--- config.mk ---
export PLATFORM = sky130hd
export DESIGN_NAME = frame_seq_flat
export DESIGN_NICKNAME = d
export VERILOG_FILES = /design/src/rtl/frame_seq_if.sv /design/src/rtl/frame_seq.sv /design/src/flat_wrapper.sv
export SDC_FILE = /design/constraint.sdc
export NUM_CORES = 1
export LEC_CHECK = 0
export ABC_CLOCK_PERIOD_IN_PS = 5200
export CAP_MARGIN = 10
export CORE_UTILIZATION = 48
export DETAILED_ROUTE_END_ITERATION = 8
export PLACE_DENSITY = 0.86
export RECOVER_POWER = 100
export SYNTH_ARGS = -nofsm -noshare
export SYNTH_HDL_FRONTEND = slang
export SYNTH_SLANG_ARGS = --single-unit
--- constraint.sdc ---
create_clock -name pclk -period 5.2 [get_ports pclk]
set_input_delay 1.04 -clock pclk [delete_from_list [all_inputs] [get_ports pclk]]
set_output_delay 1.04 -clock pclk [all_outputs]
set_load 0.1 [all_outputs]
--- src/rtl/frame_seq_if.sv ---
// Bundle of frame memory data, sequencing controls and display outputs for frame_seq.
// master drives the controls and frame data; slave is the sequencer itself.
interface frame_seq_if #(
  parameter int unsigned FRAME_NUM = 6,
  parameter int unsigned DW        = 12,
  parameter int unsigned IW        = (FRAME_NUM > 1) ? $clog2(FRAME_NUM) : 1
);
  logic [FRAME_NUM*DW-1:0] dout;
  logic                    frame_start;
  logic [1:0]              mode;
  logic                    pause;
  logic                    step;
  logic                    restart;
  logic [DW-1:0]           rdata;
  logic [IW-1:0]           frame_idx;
  logic                    frame_tick;
  logic                    done;

  modport master (
    output dout, frame_start, mode, pause, step, restart,
    input  rdata, frame_idx, frame_tick, done
  );

  modport slave (
    input  dout, frame_start, mode, pause, step, restart,
    output rdata, frame_idx, frame_tick, done
  );
endinterface

--- src/rtl/frame_seq.sv ---
// Frame buffer sequencer: advances the displayed frame on vertical blanking after a hold
// interval (or a manual step), in loop, ping-pong, one-shot or hold order.
module frame_seq #(
  parameter int unsigned FRAME_NUM   = 6,
  parameter int unsigned SWITCH_TIME = 20000000,
  parameter int unsigned DW          = 12,
  parameter int unsigned IW          = (FRAME_NUM > 1) ? $clog2(FRAME_NUM) : 1
) (
  input logic        pclk,
  input logic        rst,
  frame_seq_if.slave bus
);

  localparam int unsigned TW = $clog2(SWITCH_TIME);
  localparam logic [TW-1:0] TLast = TW'(SWITCH_TIME - 1);
  localparam logic [IW-1:0] ILast = IW'(FRAME_NUM - 1);

  localparam logic [1:0] ModeLoop    = 2'b00;
  localparam logic [1:0] ModePing    = 2'b01;
  localparam logic [1:0] ModeOneShot = 2'b10;
  localparam logic [1:0] ModeHold    = 2'b11;

  typedef enum logic {DirUp, DirDown} dir_e;

  logic [TW-1:0] timer_q, timer_d;
  logic          pending_q, pending_d;
  logic [IW-1:0] idx_q, idx_d;
  dir_e          dir_q, dir_d;
  logic          done_q, done_d;
  logic          tick_q, tick_d;
  logic [DW-1:0] rdata_q, rdata_d;

  logic run, expire, step_acc, hold, adv;

  always_comb begin
    hold     = (bus.mode == ModeHold);
    run      = !hold && !bus.pause;
    expire   = run && (timer_q == TLast);
    step_acc = bus.step && bus.pause;
    adv      = bus.frame_start && !hold && (pending_q || expire || step_acc);

    timer_d = timer_q;
    if (run) begin
      timer_d = expire ? '0 : timer_q + TW'(1);
    end

    pending_d = pending_q;
    if (hold || adv) begin
      pending_d = 1'b0;
    end else if (expire || step_acc) begin
      pending_d = 1'b1;
    end

    idx_d = idx_q;
    // Direction only matters in ping-pong; holding it at up elsewhere makes entry start upward.
    dir_d  = (bus.mode == ModePing) ? dir_q : DirUp;
    done_d = (bus.mode == ModeOneShot) ? done_q : 1'b0;

    if (adv && (FRAME_NUM > 1)) begin
      case (bus.mode)
        ModeLoop: begin
          idx_d = (idx_q == ILast) ? '0 : idx_q + IW'(1);
        end
        ModePing: begin
          if (dir_q == DirUp) begin
            if (idx_q == ILast) begin
              idx_d = idx_q - IW'(1);
              dir_d = DirDown;
            end else begin
              idx_d = idx_q + IW'(1);
            end
          end else begin
            if (idx_q == '0) begin
              idx_d = IW'(1);
              dir_d = DirUp;
            end else begin
              idx_d = idx_q - IW'(1);
            end
          end
        end
        ModeOneShot: begin
          if (idx_q != ILast) begin
            idx_d = idx_q + IW'(1);
          end
        end
        default: ;
      endcase
    end

    if (adv && (bus.mode == ModeOneShot) && (idx_d == ILast)) begin
      done_d = 1'b1;
    end

    tick_d = (idx_d != idx_q);

    if (bus.restart) begin
      timer_d   = '0;
      pending_d = 1'b0;
      idx_d     = '0;
      dir_d     = DirUp;
      done_d    = 1'b0;
      tick_d    = 1'b0;
    end

    rdata_d = '0;
    for (int k = 0; k < FRAME_NUM; k++) begin
      if (idx_q == IW'(k)) begin
        rdata_d = bus.dout[k*DW +: DW];
      end
    end
  end

  always_ff @(posedge pclk) begin
    if (rst) begin
      timer_q   <= '0;
      pending_q <= 1'b0;
      idx_q     <= '0;
      dir_q     <= DirUp;
      done_q    <= 1'b0;
      tick_q    <= 1'b0;
      rdata_q   <= '0;
    end else begin
      timer_q   <= timer_d;
      pending_q <= pending_d;
      idx_q     <= idx_d;
      dir_q     <= dir_d;
      done_q    <= done_d;
      tick_q    <= tick_d;
      rdata_q   <= rdata_d;
    end
  end

  assign bus.rdata      = rdata_q;
  assign bus.frame_idx  = idx_q;
  assign bus.frame_tick = tick_q;
  assign bus.done       = done_q;

endmodule

--- src/flat_wrapper.sv ---
// flat-port wrapper written by rule: the top's interface ports become plain ports
module frame_seq_flat 
#(
  parameter int unsigned FRAME_NUM   = 6,
  parameter int unsigned SWITCH_TIME = 20000000,
  parameter int unsigned DW          = 12,
  parameter int unsigned IW          = (FRAME_NUM > 1) ? $clog2(FRAME_NUM) : 1
)
  (pclk, rst, bus_dout, bus_frame_start, bus_mode, bus_pause, bus_step, bus_restart, bus_rdata, bus_frame_idx, bus_frame_tick, bus_done);
  frame_seq_if #(.FRAME_NUM(FRAME_NUM), .DW(DW), .IW(IW)) bus_i ();
  input logic pclk;
  input logic rst;
  input wire logic [$bits(bus_i.dout)-1:0] bus_dout;
  input wire logic [$bits(bus_i.frame_start)-1:0] bus_frame_start;
  input wire logic [$bits(bus_i.mode)-1:0] bus_mode;
  input wire logic [$bits(bus_i.pause)-1:0] bus_pause;
  input wire logic [$bits(bus_i.step)-1:0] bus_step;
  input wire logic [$bits(bus_i.restart)-1:0] bus_restart;
  output wire logic [$bits(bus_i.rdata)-1:0] bus_rdata;
  output wire logic [$bits(bus_i.frame_idx)-1:0] bus_frame_idx;
  output wire logic [$bits(bus_i.frame_tick)-1:0] bus_frame_tick;
  output wire logic [$bits(bus_i.done)-1:0] bus_done;
  assign bus_i.dout = bus_dout;
  assign bus_i.frame_start = bus_frame_start;
  assign bus_i.mode = bus_mode;
  assign bus_i.pause = bus_pause;
  assign bus_i.step = bus_step;
  assign bus_i.restart = bus_restart;
  assign bus_rdata = bus_i.rdata;
  assign bus_frame_idx = bus_i.frame_idx;
  assign bus_frame_tick = bus_i.frame_tick;
  assign bus_done = bus_i.done;
  frame_seq #(.FRAME_NUM(FRAME_NUM), .SWITCH_TIME(SWITCH_TIME), .DW(DW), .IW(IW)) u_core (.pclk(pclk), .rst(rst), .bus(bus_i));
endmodule
==> run metrics <==
total of fill cells in the finished design 450; final cell count without fillers between 400 and 500; # H-tree levels 2; actual slew at the worst max-slew pin between 1000 and 1500 ps; clock period minus final worst setup slack 3962 ps; commonest non-fill, non-tap cells in the layout 78 x sky130_fd_sc_hd__clkdlybuf4s50_1, 44 x sky130_fd_sc_hd__dfxtp_1, 33 x sky130_fd_sc_hd__nor2_1, 33 x sky130_fd_sc_hd__a22oi_1, 31 x sky130_fd_sc_hd__nand2_1; R2R depth 8; TritonCTS buffer count 5; final antenna diode count 0; Crit path required time 5370 ps; switching share of total power between 20 and 30%; DRT Pass-1 Iters 4; WS Path Type in -> reg; die height roughly 76 um; initial standard-cell utilization of the core between 50% and 60%; number of synthesis warnings 0; Post-Synthesis Cell Area 2631 um^2; final worst setup slack roughly 1200 ps; hold-fix buffer count after cts 0; GR Layer Usage met3 under 10%; kind of path behind the tightest hold check reg -> reg; most used routing layer in global routing met2; switching power summed over all nets between 0.2 and 0.25 mW; result of the run complete, no violations; most common cell after layout, fill and taps aside sky130_fd_sc_hd__clkdlybuf4s50_1; f_max 0.2524 GHz; DP Area between 3000 and 4000 um^2; latest clock arrival within the worst-skew pair ~300 ps; cell internal pwr 0.5730 mW; core occupancy in the finished layout between 70 and 80%; total design power 0.8110 mW; max-cap check violation count 0; synthesis-to-layout area growth 41.27%; relative slew slack approximately 32%; relative contribution of the clock network to total power 33.1%; number of max-slew violations in the final report 0; worst-path cell with the longest stage delay sky130_fd_sc_hd__dlygate4sd3_1; Final ANT Viol Nets 0; start point of the worst min-delay path u_core.timer_q[1]; # Post-CTS Setup Buffers 0; global routing usage summed across all routing layers 26.27%; share of flip-flops with an asynchronous set or reset after synthesis 0%; unrepaired setup endpoints after global routing false; standard-cell rows 26; Setup WS pre-CTS approximately 1200 ps; GPL Wtd Cong ~0.91; met2 Resource Use GR between 40 and 50%; syn_nets 424; static leakage about 1.3 nW; overall overflow remaining after global route 0; Clock Sinks between 40 and 50; number of flip-flops and latches in the synthesized netlist 44; die width about 76 um; power share of the sequential group between 40% and 50%; area taken by multi-input logic gates ~1600 um^2; pin count of the biggest net entering global routing 26; fraction of layout cells with a size suffix above 1 between 4 and 5%; number of global-route vias before repair around 2800; Resize count post-CTS 0; number of antenna violations at the first check in global routing 0; final layout net count roughly 510; endpoints failing hold 0; critical path buffer and inverter count 1; post-route cell area between 3000 and 4000 um^2; number of instances in the synthesized netlist around 340; sequential cell area fraction in the yosys report ~33%; number of distinct library cells after synthesis 47; met1 GRT Util ~27%; mean routed wirelength per cell between 15 and 20 um; start of the worst register-to-register path u_core.bus.frame_idx[0]; Clock transition at path regs approximately 90 ps; violation count after the first detailed-routing iteration 161; launch point of the critical path bus_mode[0]; half-perimeter wire length after detailed placement around 5800 um; biggest fanout along the worst timing path 21; number of flops mapped to enable cells by yosys 0; final period utilization 76.19%; Worst path max stage delay 700 ps; Boundary Pins between 90 and 100; endpoint type of the worst setup path flop; maximum ir drop on the vdd rail ~0.21 mV; crit-path cells dlygate4sd3_1 -> a21oi_1 -> nand4_1 -> or3_2 -> nand2_1 -> nor2_1; hold-critical path depth 2; DRC viols 0; cell family with the largest share of critical-path delay simple AND/OR/NAND/NOR gates; area of the core about 5200 um^2; storage element area around 880 um^2; sort of element at the start of the critical path input port; Worst Hold Margin between 400 and 500 ps; cell total after placement 481; DR vias/cell 5.716; final routed wirelength across all metal layers around 7400 um; number of gates on the worst path with buffers counted 6; number of I/O port buffers between 90 and 100; post-synthesis area per instance a little under 8 um^2; Arrival @ worst endpoint about 4100 ps; leading register cell type out of synthesis sky130_fd_sc_hd__dfxtp_1; Comb power frac between 20% and 30%; count of endpoints failing setup in the final report 0; Setup Skew 9.775 ps; clock tree from TritonCTS done; power per unit of standard cell area about 220 nW/um^2; cell at the root of the clock tree sky130_fd_sc_hd__clkbuf_8; global-route wire length before repair around 12000 um; worst-case clock buffer depth 2; number of vias in the routed layout 2795; area of the die ~5800 um^2; Setup Total Neg Slack 0 ps
final cells by class:
class,count,area share [%]
multi-input cells,262,44.09
clock inverters,3,1.245
flip-flops and latches,44,23.70
inverters,9,0.9088
repair buffers,96,25.85
clock buffers,5,1.851
well taps,70,2.356
state kept, by name (all words and copies together) (netlist names):
| signal | cells |
|---|---|
| u_core.pending_q | 1 |
| u_core.bus.frame_tick | 1 |
| u_core.timer_q | 25 |
| u_core.bus.done | 1 |
| u_core.bus.frame_idx | 3 |
| u_core.bus.rdata | 12 |
| u_core.dir_q | 1 |
per-layer routing:
metal	wire, um	part of all wire, %	up-vias
li1	-	-	1383
met1	2832	38	1267
met2	3837	52	123
met3	511	6.9	22
met4	239	3.2	0
met5	0	0	-
cells in the mapped netlist, types with 3 or more instances:
library cell	n	share of area (%)
sky130_fd_sc_hd__nand3_1	9	1.7
sky130_fd_sc_hd__nor3_1	19	3.6
sky130_fd_sc_hd__and2_1	3	0.71
sky130_fd_sc_hd__nor4_1	4	0.95
sky130_fd_sc_hd__ha_1	9	4.3
sky130_fd_sc_hd__o21ai_0	26	4.9
sky130_fd_sc_hd__xnor2_1	19	6.3
sky130_fd_sc_hd__nand2b_1	4	0.95
sky130_fd_sc_hd__dfxtp_1	44	33
sky130_fd_sc_hd__a22oi_1	33	9.4
sky130_fd_sc_hd__o31ai_1	3	0.86
sky130_fd_sc_hd__nand2_1	31	4.4
sky130_fd_sc_hd__inv_1	8	1.1
sky130_fd_sc_hd__clkbuf_1	14	2.0
sky130_fd_sc_hd__nor2b_1	6	1.4
sky130_fd_sc_hd__buf_2	4	0.76
sky130_fd_sc_hd__a21oi_1	10	1.9
sky130_fd_sc_hd__and3_1	3	0.71
sky130_fd_sc_hd__nor2_1	33	4.7
sky130_fd_sc_hd__xor2_1	6	2.0
sky130_fd_sc_hd__nand4_1	10	2.4
kinds of logic after synthesis:
| kind of cell | count (synthesis) | share of synthesized area (%) |
|---|---|---|
| mux | 2 | 0.8559 |
| flops | 44 | 33.48 |
| simple gates | 138 | 26.58 |
| fa+ha+maj | 9 | 4.280 |
| compound gates | 88 | 22.16 |
| xor+xnor | 25 | 8.321 |
| buf+inv | 29 | 4.327 |
path summary, 6_finish.rpt:
| check | endpoint | slack (ps) |
|---|---|---|
| worst max-delay path | u_core.timer_q[9] | 1240 |
| worst min-delay path | u_core.timer_q[1] | 480 |
| worst max register to register | u_core.bus.done | 2110 |
| worst min register to register | u_core.timer_q[1] | 480 |
power groups by stage:
stage	sequential [mW]	clock, mW	combinational [mW]
6_report	0.349	0.269	0.193
5_1_grt	0.351	0.284	0.205
4_1_cts	0.350	0.273	0.196
3_5_place_dp	0.358	0	0.196
3_3_place_gp	0.357	0	0.194
2_1_floorplan	0.417	0	0.0469
worst reg2reg max path, delay by kind of cell, from the launching register on:
family	cells	cell delay, ps
adders and majority gates	2	1100
and+or+nand+nor	4	1020
DFF	1	610
AOI/OAI and AO/OA	2	290
(Power assumes the default switching activity.)
==> patch: new RTL, config.mk and constraints unchanged <==
One comparison of `timer_q` changes from == to >=.
--- a/src/rtl/frame_seq.sv
+++ b/src/rtl/frame_seq.sv
@@ -36,5 +36,5 @@
     hold     = (bus.mode == ModeHold);
     run      = !hold && !bus.pause;
-    expire   = run && (timer_q == TLast);
+    expire   = run && (timer_q >= TLast);
     step_acc = bus.step && bus.pause;
     adv      = bus.frame_start && !hold && (pending_q || expire || step_acc);
Behaviour: same outputs for any inputs over 10 cycles, from zero or initial values and one cycle with rst high; that may be too few to reach the edited logic, so the function may still have changed.
==> patch against the unedited design <==
- global-route usage about the same
- first-iteration DRC count up 37%
- sequential share of layout area down 0.81 points
- sequential cell count unchanged
- setup slack better by 0.59 ns
- largest cell class unchanged
- total power down 2.4%
- wire length up 12%
- combinational power down 15%
- synthesized cell count up 8.7%
- area after synthesis up 7.2%
- final area up 3.5%
- die area up 7.0%
==> patch: results (changes against the unedited design) <==
outcome:
  status: "complete, no violations"  # unchanged
place:
  dp_cells: 510  # was 481
  pre_cts_slack_ns: 1.96  # was 1.18 ns
global_routing:
  grt_pass1_wl_um: 12800  # was 12,400 µm
  grt_use_total: 0.263  # about the same
timing:
  clock_skew_ns: 0.00944  # was 0.00977 ns
  max_clock_freq_ghz: 0.297  # was 0.252 GHz
  whs_ns: 0.473  # was 0.479 ns
  worst_pin_slew_ns: 1.13  # was 1.01 ns
logic_synthesis:
  synth.cells.most_frequent: "nor2_1 (50), dfxtp_1 (44), nand2_1 (34)"  # was dfxtp_1 (44), a22oi_1 (33), nor2_1 (33)
  syn_nets: 452  # was 424
  synth.mux.area_fraction: 0.0106  # was 0.00856
  synth_fa_ha_area_frac: 0.0355  # was 0.0428
  ys_types: 51  # was 47
  synth-compound-area-share: 0.232  # was 0.222
setup_path:
  crit_start: "u_core.bus.frame_idx[0]"  # was bus_mode[0]
  rrSetupSlack_ns: 1.83  # was 2.11 ns
  slowest_delay_ns: 0.98  # was 0.70 ns
  worstReg2RegEnd: "u_core.bus.frame_tick"  # was u_core.bus.done
  crit_arrival_ns: 3.55  # was 4.13 ns
min_path:
  holdPathEnd: "u_core.bus.done"  # was u_core.timer_q[1]
  min-delay-start: "u_core.bus.done"  # was u_core.timer_q[1]
detailed_routing:
  drt-vias-per-instance: 5.79  # was 5.72
cells_and_area:
  final.fill_count: 458  # was 450
  fin_nets: 533  # was 507
  drive_gt1_frac: 0.0314  # was 0.0406
power:
  p_comb_w: 0.000164  # was 0.000193 W
  p_clk_frac: 0.356  # was 0.331
  pwr-share-seq: 0.437  # was 0.430
  ir_worst_vdd_mv: 0.230  # was 0.209 mV
patch: final cells by class:
class                      instances  share of cell area
clock inverter                     2              0.0101
inverter                           9             0.00878
timing repair buffer              96               0.250
clock buffer                       6              0.0215
sequential                        44               0.229
multi-input combinational        289               0.458
tap                               72              0.0234
patch: worst max-delay path, delay by kind of cell, from the launching register on:
kind,cells,cell delay [ns]
compound gates,2,0.31
simple gates,4,0.69
flops,1,0.55
xor+xnor,1,0.16
buf+inv,1,0.24
fa+ha+maj,2,1.28
patch: per-layer routing:
layer | wire, µm | global-route usage | share of wire | vias to the layer above
met3 | 453 | 0.0430 | 0.055 | 11
met2 | 3890 | 0.416 | 0.47 | 101
met4 | 108 | 0.0741 | 0.013 | 0
met5 | 0 | 0 | 0 | -
li1 | - | - | - | 1469
met1 | 3850 | 0.364 | 0.46 | 1417
